### config.mk
export PLATFORM = sky130hd
export DESIGN_NAME = hex_quiz_round_ctrl
export DESIGN_NICKNAME = d
export VERILOG_FILES = /design/src/rtl/hex_quiz_round_ctrl.sv
export SDC_FILE = /design/constraint.sdc
export NUM_CORES = 1
export LEC_CHECK = 0
export ABC_AREA = 1
export CAP_MARGIN = 20
export CORE_MARGIN = 2
export CORE_UTILIZATION = 35
export CTS_CLUSTER_SIZE = 12
export DETAILED_ROUTE_END_ITERATION = 6
export GPL_ROUTABILITY_DRIVEN = 1
export PLACE_DENSITY = 0.51
export SYNTH_ARGS = -nofsm -noshare
export SYNTH_HDL_FRONTEND = slang
export SYNTH_SLANG_ARGS = --single-unit
### constraint.sdc
create_clock -name i_clk -period 7.2 [get_ports i_clk]
set_input_delay 0.72 -clock i_clk [delete_from_list [all_inputs] [get_ports i_clk]]
set_output_delay 0.72 -clock i_clk [all_outputs]
set_load 0.02 [all_outputs]
### src/rtl/hex_quiz_round_ctrl.sv
// hex_quiz_round_ctrl: per-round question engine for the hex quiz game.
// Draws questions from a free-running LFSR, counts down the answer time,
// judges the player's switch answer and flags round completion (o_rem).
module hex_quiz_round_ctrl #(
  parameter int          NUM_Q     = 10,
  parameter int          TICK_DIV  = 50_000_000,
  parameter int          EASY_SECS = 30,
  parameter int          MED_SECS  = 20,
  parameter int          HARD_SECS = 10,
  parameter logic [15:0] LFSR_SEED = 16'hACE1
) (
  input  logic       i_clk,
  input  logic       i_reset,
  input  logic [2:0] i_state,
  input  logic       i_submit_n,
  input  logic [7:0] i_answer_sw,
  output logic [7:0] o_question,
  output logic [7:0] o_time_left,
  output logic [7:0] o_score,
  output logic [3:0] o_q_idx,
  output logic       o_round_active,
  output logic       o_correct_pulse,
  output logic       o_wrong_pulse,
  output logic       o_rem
);

  localparam int          TW         = (TICK_DIV > 1) ? $clog2(TICK_DIV) : 1;
  localparam logic [TW-1:0] TICK_LAST = TW'(TICK_DIV - 1);
  localparam logic [3:0]  LAST_Q     = 4'(NUM_Q - 1);
  // Right-shift Galois form of x^16 + x^14 + x^13 + x^11 + 1
  localparam logic [15:0] LFSR_TAPS  = 16'hB400;

  typedef enum logic [2:0] {
    S_IDLE,
    S_LOAD_Q,
    S_ASK,
    S_JUDGE,
    S_DONE
  } state_t;

  state_t      r_state, w_state_next;
  logic [15:0] r_lfsr;
  logic [2:0]  r_sync;
  logic [7:0]  r_question, w_question_next;
  logic [7:0]  r_time_left, w_time_left_next;
  logic [7:0]  r_score, w_score_next;
  logic [3:0]  r_q_idx, w_q_idx_next;
  logic [TW-1:0] r_tick, w_tick_next;
  logic [7:0]  r_mask, w_mask_next;
  logic [7:0]  r_secs, w_secs_next;
  logic [7:0]  r_answer, w_answer_next;
  logic        r_timed_out, w_timed_out_next;
  logic        r_correct_pulse, w_correct_pulse_next;
  logic        r_wrong_pulse, w_wrong_pulse_next;

  logic        w_valid;
  logic [7:0]  w_mask_sel;
  logic [7:0]  w_secs_sel;
  logic        w_submit_pulse;
  logic        w_tick_wrap;
  logic        w_timeout;
  logic        w_correct;

  // Synchronizer chain for the button; idle level is 1 so reset to 1.
  genvar gi;
  generate
    for (gi = 0; gi < 3; gi++) begin : g_sync
      // One stage of the submit_n synchronizer / edge-detect chain
      always_ff @(posedge i_clk or posedge i_reset) begin
        if (i_reset) begin
          r_sync[gi] <= 1'b1;
        end else if (gi == 0) begin
          r_sync[gi] <= i_submit_n;
        end else begin
          r_sync[gi] <= r_sync[(gi > 0) ? gi - 1 : 0];
        end
      end
    end
  endgenerate

  // Falling edge after synchronisation: old level high, new level low.
  assign w_submit_pulse = r_sync[2] & ~r_sync[1];

  // Free-running question source, never reloaded outside reset
  always_ff @(posedge i_clk or posedge i_reset) begin
    if (i_reset) begin
      r_lfsr <= LFSR_SEED;
    end else begin
      r_lfsr <= {1'b0, r_lfsr[15:1]} ^ (r_lfsr[0] ? LFSR_TAPS : 16'h0000);
    end
  end

  assign w_valid = (i_state == 3'd3) || (i_state == 3'd4) || (i_state == 3'd5);

  // Difficulty decode of the live game state (only latched in IDLE)
  always_comb begin
    w_mask_sel = 8'hFF;
    w_secs_sel = 8'(MED_SECS);
    case (i_state)
      3'd3:    begin w_mask_sel = 8'h0F; w_secs_sel = 8'(EASY_SECS); end
      3'd4:    begin w_mask_sel = 8'hFF; w_secs_sel = 8'(MED_SECS);  end
      3'd5:    begin w_mask_sel = 8'hFF; w_secs_sel = 8'(HARD_SECS); end
      default: begin w_mask_sel = 8'hFF; w_secs_sel = 8'(MED_SECS);  end
    endcase
  end

  assign w_tick_wrap = (r_tick == TICK_LAST);
  assign w_timeout   = w_tick_wrap && (r_time_left == 8'd1);
  assign w_correct   = (r_answer == r_question) && !r_timed_out;

  // Next-state and datapath decisions; everything holds unless changed
  always_comb begin
    w_state_next         = r_state;
    w_question_next      = r_question;
    w_time_left_next     = r_time_left;
    w_score_next         = r_score;
    w_q_idx_next         = r_q_idx;
    w_tick_next          = r_tick;
    w_mask_next          = r_mask;
    w_secs_next          = r_secs;
    w_answer_next        = r_answer;
    w_timed_out_next     = r_timed_out;
    w_correct_pulse_next = 1'b0;
    w_wrong_pulse_next   = 1'b0;

    case (r_state)
      S_IDLE: begin
        if (w_valid) begin
          w_score_next = 8'd0;
          w_q_idx_next = 4'd0;
          w_mask_next  = w_mask_sel;
          w_secs_next  = w_secs_sel;
          w_state_next = S_LOAD_Q;
        end
      end

      S_LOAD_Q: begin
        if (!w_valid) begin
          w_state_next = S_IDLE;
        end else begin
          w_question_next  = r_lfsr[7:0] & r_mask;
          w_time_left_next = r_secs;
          w_tick_next      = '0;
          w_state_next     = S_ASK;
        end
      end

      S_ASK: begin
        if (!w_valid) begin
          w_state_next = S_IDLE;
        end else begin
          if (w_tick_wrap) begin
            w_tick_next = '0;
            if (r_time_left != 8'd0) begin
              w_time_left_next = r_time_left - 8'd1;
            end
          end else begin
            w_tick_next = r_tick + TW'(1);
          end
          // A press in the timeout cycle still counts as an answer
          if (w_submit_pulse) begin
            w_answer_next    = i_answer_sw & r_mask;
            w_timed_out_next = 1'b0;
            w_state_next     = S_JUDGE;
          end else if (w_timeout) begin
            w_timed_out_next = 1'b1;
            w_state_next     = S_JUDGE;
          end
        end
      end

      S_JUDGE: begin
        if (!w_valid) begin
          w_state_next = S_IDLE;
        end else begin
          if (w_correct) begin
            w_score_next         = (r_score == 8'hFF) ? r_score : r_score + 8'd1;
            w_correct_pulse_next = 1'b1;
          end else begin
            w_wrong_pulse_next = 1'b1;
          end
          if (r_q_idx == LAST_Q) begin
            w_state_next = S_DONE;
          end else begin
            w_q_idx_next = r_q_idx + 4'd1;
            w_state_next = S_LOAD_Q;
          end
        end
      end

      S_DONE: begin
        if (!w_valid) begin
          w_state_next = S_IDLE;
        end
      end

      default: w_state_next = S_IDLE;
    endcase
  end

  // Control state and datapath registers
  always_ff @(posedge i_clk or posedge i_reset) begin
    if (i_reset) begin
      r_state         <= S_IDLE;
      r_question      <= 8'd0;
      r_time_left     <= 8'd0;
      r_score         <= 8'd0;
      r_q_idx         <= 4'd0;
      r_tick          <= '0;
      r_mask          <= 8'hFF;
      r_secs          <= 8'd0;
      r_answer        <= 8'd0;
      r_timed_out     <= 1'b0;
      r_correct_pulse <= 1'b0;
      r_wrong_pulse   <= 1'b0;
    end else begin
      r_state         <= w_state_next;
      r_question      <= w_question_next;
      r_time_left     <= w_time_left_next;
      r_score         <= w_score_next;
      r_q_idx         <= w_q_idx_next;
      r_tick          <= w_tick_next;
      r_mask          <= w_mask_next;
      r_secs          <= w_secs_next;
      r_answer        <= w_answer_next;
      r_timed_out     <= w_timed_out_next;
      r_correct_pulse <= w_correct_pulse_next;
      r_wrong_pulse   <= w_wrong_pulse_next;
    end
  end

  assign o_question      = r_question;
  assign o_time_left     = r_time_left;
  assign o_score         = r_score;
  assign o_q_idx         = r_q_idx;
  assign o_round_active  = (r_state == S_ASK);
  assign o_rem           = (r_state == S_DONE);
  assign o_correct_pulse = r_correct_pulse;
  assign o_wrong_pulse   = r_wrong_pulse;

endmodule
==> results of run 1 <==
[routing by layer]
| metal | vias up | routed length (um) | global-route usage |
|---|---|---|---|
| met5 | - | 0 | 0 |
| met4 | 0 | 102 | 0.0449 |
| met3 | 12 | 487 | 0.0442 |
| met2 | 101 | 4850 | 0.256 |
| met1 | 1818 | 5320 | 0.223 |
| li1 | 2010 | - | - |
[worst register-to-register path: cells and delay by family (launching register included)]
| family | cells | cell delay [ps] |
|---|---|---|
| and+or+nand+nor | 8 | 1160 |
| adders and majority gates | 1 | 280 |
| buffers and inverters | 1 | 160 |
| DFF | 1 | 390 |
[state kept, by name, indices dropped and copies added, names as in the netlist]
register         flops
o_question           8
r_lfsr              16
r_state              3
o_time_left          8
o_score              8
r_tick              26
o_q_idx              4
r_timed_out          1
r_mask               1
o_wrong_pulse        1
r_answer             8
o_correct_pulse      1
r_secs               2
r_sync               3
[cells in the mapped netlist, types with 5 or more instances]
cell type  instances  share of area
nor2_2             5         0.0066
nand2_2            6         0.0080
nand3_1           51          0.054
o21ai_0           22          0.023
a21oi_1           11          0.012
xor2_1            19          0.035
dfstp_2           12          0.067
nand2_1          171           0.14
nor2_1            88          0.070
nand4_1           14          0.019
dfrtp_1           78           0.41
nor3_1            10          0.011
inv_1             63          0.050
inv_2              5         0.0040
ha_1               7          0.019
o21ai_2            5         0.0093
[power breakdown]
part / internal, uW / total, uW / switching, uW
combinational: 153 / 425 / 272
clock: 271 / 465 / 194
sequential: 571 / 634 / 63.8
total: 994 / 1520 / 530
[per-stage QoR]
step	cell area, um^2	hold slack [ps]	instances
final	5630	356	833
after global routing	5630	367	833
after global placement	5340	338	817
after detailed placement	5340	346	817
after floorplan	4710	331	603
after CTS	5630	358	833
[cell families after synthesis]
family / share of synthesized area
flip-flops: 0.481
AND/OR/NAND/NOR: 0.332
buffers and inverters: 0.0672
adder cells (fa/ha/maj): 0.0186
AO/OA/AOI/OAI: 0.0621
XOR/XNOR: 0.0390
[worst paths after layout]
check / startpoint / endpoint / slack (ps)
worst max-delay path: r_state[0] / o_rem / 4690
worst min register to register: r_lfsr[9] / r_lfsr[8] / 360
min in group asynchronous: i_reset / r_tick[7] / 760
worst max register to register: r_tick[0] / r_tick[10] / 5100
max in group asynchronous: i_reset / r_answer[5] / 5350
worst min-delay path: r_lfsr[9] / r_lfsr[8] / 360
[area by class of cell]
type	count	area share
multi-input combinational	435	0.378
sequential	90	0.403
tap	176	0.0391
clock buffer	12	0.0420
timing repair buffer	47	0.0826
clock inverter	4	0.00933
inverter	69	0.0464
==> impl_results.md, run 1 <==
- Status: completed
- Number of global-route vias before repair: just under 4000
- Crit-path cells: inv_1, nand2_1, nor2_1, clkdlybuf4s50_1
- CP max-delay cell: clkdlybuf4s50_1
- Crit-path max cell delay: around 650 ps
- Worst setup EP type: output pin
- Type of origin of the critical path: flip-flop
- Worst-margin pin slew: 674 ps
- Setup Fix Bufs, Post-CTS: 0
- CP Class: flip-flop to output pin
- Port Buffers: 45
- Gpl congestion: between 0.8 and 0.9
- CTS root buf: clkbuf_16
- Most frequent cells in the layout: 171 x nand2_1, 88 x nor2_1, 78 x dfrtp_1, 62 x inv_1, 51 x nand3_1
- Dpl hpwl: approximately 7900 um
- I/O Pins: 46
- Setup TNS: 0 ps
- Post-synth cell types: 41
- Die X: around 120 um
- Register area: 2270 um^2
- Power Density: 271 nW/um^2
- Clk_skew: roughly 6.6 ps
- Post-CTS sizing: 0
- Worst Path Max Fanout: 3
- Worst slack at placement: 4480 ps
- DR vias/cell: about 4.7
- Die area: between 10000 and 15000 um^2
- Total vias in the final route: a little under 4000
- CTS Buf Count: 9
- Post-synth EDFFs: 0
- Worst Setup Slack, final: around 4700 ps
- Share of cells above drive strength 1: 0.0944
- Most common cell after layout, fill and taps aside: nand2_1
- 1st-pass router iterations: 5
- Hold/Removal Path Class: flip-flop to flip-flop
- CTS hold repair buffers: 0
- Final period util: 0.348
- RSZ-0062 raised after global routing: false
- 1st-iter DRT viols: 260
- ANT nets after route: 0
- Initial Util: 0.357
- Fmax: ~0.4 GHz
- Crit path depth: 4
- H-tree depth: 3
- Core box area: ~13000 um^2
- Relative slew slack: 0.550
- Row cnt: 42
- Gate Count Post-Synth: between 600 and 700
- Worst skew pair latency: between 300 and 400 ps
- Area grow syn2layout: 19.5%
- Power Total: around 1500 uW
- Ant diodes: 0
- WP data required: ~6500 ps
- Layout Utilization: 0.427
- Post-Synthesis Net Count: around 620
- Synthesized area: 4710 um^2
- Final Setup Violations: 0
- CTS tree: yes
- Hold Fails Final Rpt: 0
- GR Overflow Total: 0
- Worst vdd ir: around 0.16 mV
- Synth warn: 0
- Reg2reg path depth: 10
- Syn avg cell area: slightly below 8 um^2
- Ys async rst share: 1.00
- Total GRT Usage: 0.164
- Filler cells: around 1300
- Routed wire per std cell: 12.9 um
- First-pass GRT wire length: 18700 um
- Max Cap Viol: 0
- Max-slew violations: 0
- Fin crit period: 2510 ps
- Clock Sinks: 90
- Nets: between 600 and 700
- Pleak: roughly 0.0026 uW
- Die height: roughly 120 um
- Pin count of the biggest net entering global routing: 54
- Sequential element share of the synthesized area: 0.481
- Hold Path Stages: 0
- Critical path data arrival time: between 1500 and 2000 ps
- Drc violations: 0
- Critical path buffers and inverters: 2
- Max clock buf depth: 2
- Initial antenna violation count: 0
- Synth Register Bits: 90
- Drt total wl: between 10000 and 15000 um
- CTS clk-pin slew, worst paths: 60 ps
- Multi-input gate area: roughly 2100 um^2
- Crit-path leading delay family: buffers and inverters
- Top FF cell, synth: dfrtp_1
Note: power is estimated with default switching activity, not from simulation.
==> run 2: changes to the inputs <==
==> constraint.sdc (replaced) <==
create_clock -name i_clk -period 2.65 [get_ports i_clk]
set_input_delay 0.265 -clock i_clk [delete_from_list [all_inputs] [get_ports i_clk]]
set_output_delay 0.265 -clock i_clk [all_outputs]
set_load 0.02 [all_outputs]
==> run 2 against run 1 <==
  * Die area stayed put
  * Final cell count increased by 0.24%
  * Global-route usage rose by 0.29 points
  * Non-clock buffer count up 2
  * First-iteration DRC count is 3.5% lower
  * Register-to-register slack worse by 4500 ps
  * Sequential power grew to 2.7 times the previous value
  * Power increased to 2.7 times the previous value
  * Clock power rose to 2.6 times the previous value
  * Worst setup slack worse by 4200 ps
  * Hold slack got worse by 140 ps
  * Combinational power grew to 2.8 times the previous value
  * Critical endpoint is now o_round_active
  * Largest cell class unchanged
  * Highest routed layer unchanged
==> impl_results.md, run 2 (synthesis results as in run 1) <==
- Clk_skew: 6.53 ps
- Worst vdd ir: roughly 0.39 mV
- GR Overflow Total: 0
- Worst Path Max Fanout: 14
- Routed wire per std cell: 13.2 um
- Number of flip-flops under the largest register name: 26
- Initial antenna violation count: 0
- First-pass GRT wire length: around 19000 um
- DP Cell Count: 819
- CP Class: flip-flop to output pin
- Initial Util: 0.357
- Fin cells: between 800 and 900
- Status: completed
- H-tree depth: 3
- Reg with most FFs: r_tick
- Worst slack at placement: ~340 ps
- Fmax: around 0.45 GHz
- Most common cell after layout, fill and taps aside: nand2_1
- Power Density: roughly 730 nW/um^2
- Relative slew slack: 0.719
- Final period util: 0.830
- CTS root buf: clkbuf_16
- Final Setup Violations: 0
- Port Buffers: 45
- CTS Buf Count: 9
- Drt total wl: roughly 11000 um
- Fin crit period: 2200 ps
- Total vias in the final route: 3920
- Type of origin of the critical path: flip-flop
- WP data required: 2380 ps
- Dpl hpwl: roughly 8000 um
- Worst setup EP type: output pin
- Ant diodes: 0
- Die height: 120 um
- Total GRT Usage: 0.166
- Share of cells above drive strength 1: 0.100
- Hold/Removal Path Class: input pin to asynchronous set/reset pin
- Post-CTS sizing: 0
- DR vias/cell: 4.69
- 1st-iter DRT viols: ~250
- Area grow syn2layout: 19.9%
- Critical path data arrival time: between 1500 and 2000 ps
- Die area: around 14000 um^2
- Setup Fix Bufs, Post-CTS: 0
- Max clock buf depth: 2
- Largest regs: r_tick x26, r_lfsr x16
- Filler cells: ~1300
- Number of global-route vias before repair: approximately 3800
- Max Cap Viol: 0
- Clock Sinks: 90
- RSZ-0062 raised after global routing: false
- Pin count of the biggest net entering global routing: 54
- Row cnt: between 40 and 50
- Setup TNS: 0 ps
- Nets: 675
- CTS hold repair buffers: 0
- Worst-margin pin slew: 421 ps
- Worst Setup Slack, final: roughly 450 ps
- CTS tree: yes
- Hold Fails Final Rpt: 0
- Drc violations: 0
- 1st-pass router iterations: 5
- Die X: 120 um
- Most frequent cells in the layout: 171 x nand2_1, 88 x nor2_1, 78 x dfrtp_1, 62 x inv_1, 51 x nand3_1
- CTS clk-pin slew, worst paths: approximately 70 ps
- Layout Utilization: 0.428
- Worst skew pair latency: between 300 and 400 ps
- Pleak: roughly 0.0026 uW
- Max-slew violations: 0
- I/O Pins: 46
- Core box area: ~13000 um^2
- Gpl congestion: 0.911
- ANT nets after route: 0
run 2: area by class of cell:
class	count	area [um^2]	area share
clock inverters	5	37.5	0.00664
well taps	176	220	0.0390
repair buffers	49	493	0.0872
multi-input cells	435	2130	0.377
clock buffers	11	243	0.0430
flip-flops and latches	90	2270	0.401
inverters	69	262	0.0463
run 2: report_power, final:
group	switching, uW	internal, uW
Clock	562	667
Combinational	744	430
Sequential	177	1550
run 2: final timing paths:
check                                 from             end  slack [ps]  cells past startpoint
worst max register to register   r_tick[0]       r_tick[7]         570                     10
min in group i_clk              i_submit_n       r_sync[0]         310                      1
worst min-delay path               i_reset       r_tick[0]         220                      2
max in group asynchronous          i_reset       r_sync[0]        1780                      3
worst min register to register   r_lfsr[8]       r_lfsr[7]         360                      0
worst max-delay path            r_state[2]  o_round_active         450                      3
run 2: through the flow:
step | instance area [um^2] | hold slack (ps) | power, uW
finish | 5650 | 219 | 4130
global route | 5650 | 249 | 4410
CTS | 5650 | 228 | 4190
detailed placement | 5370 | 347 | 2930
global placement | 5370 | 337 | 2910
floorplan | 4710 | 269 | 2550
run 2: metal layers:
layer / wire (um) / global-route usage
met4: 104 / 0.0478
met2: 4900 / 0.254
met5: 0 / 0
met3: 450 / 0.0475
met1: 5600 / 0.231
run 2: critical path: stages, from the launching register on:
cell	delay (ps)
dfrtp_1	440
nor3_4	250
buf_4	260
clkdlybuf4s50_1	640
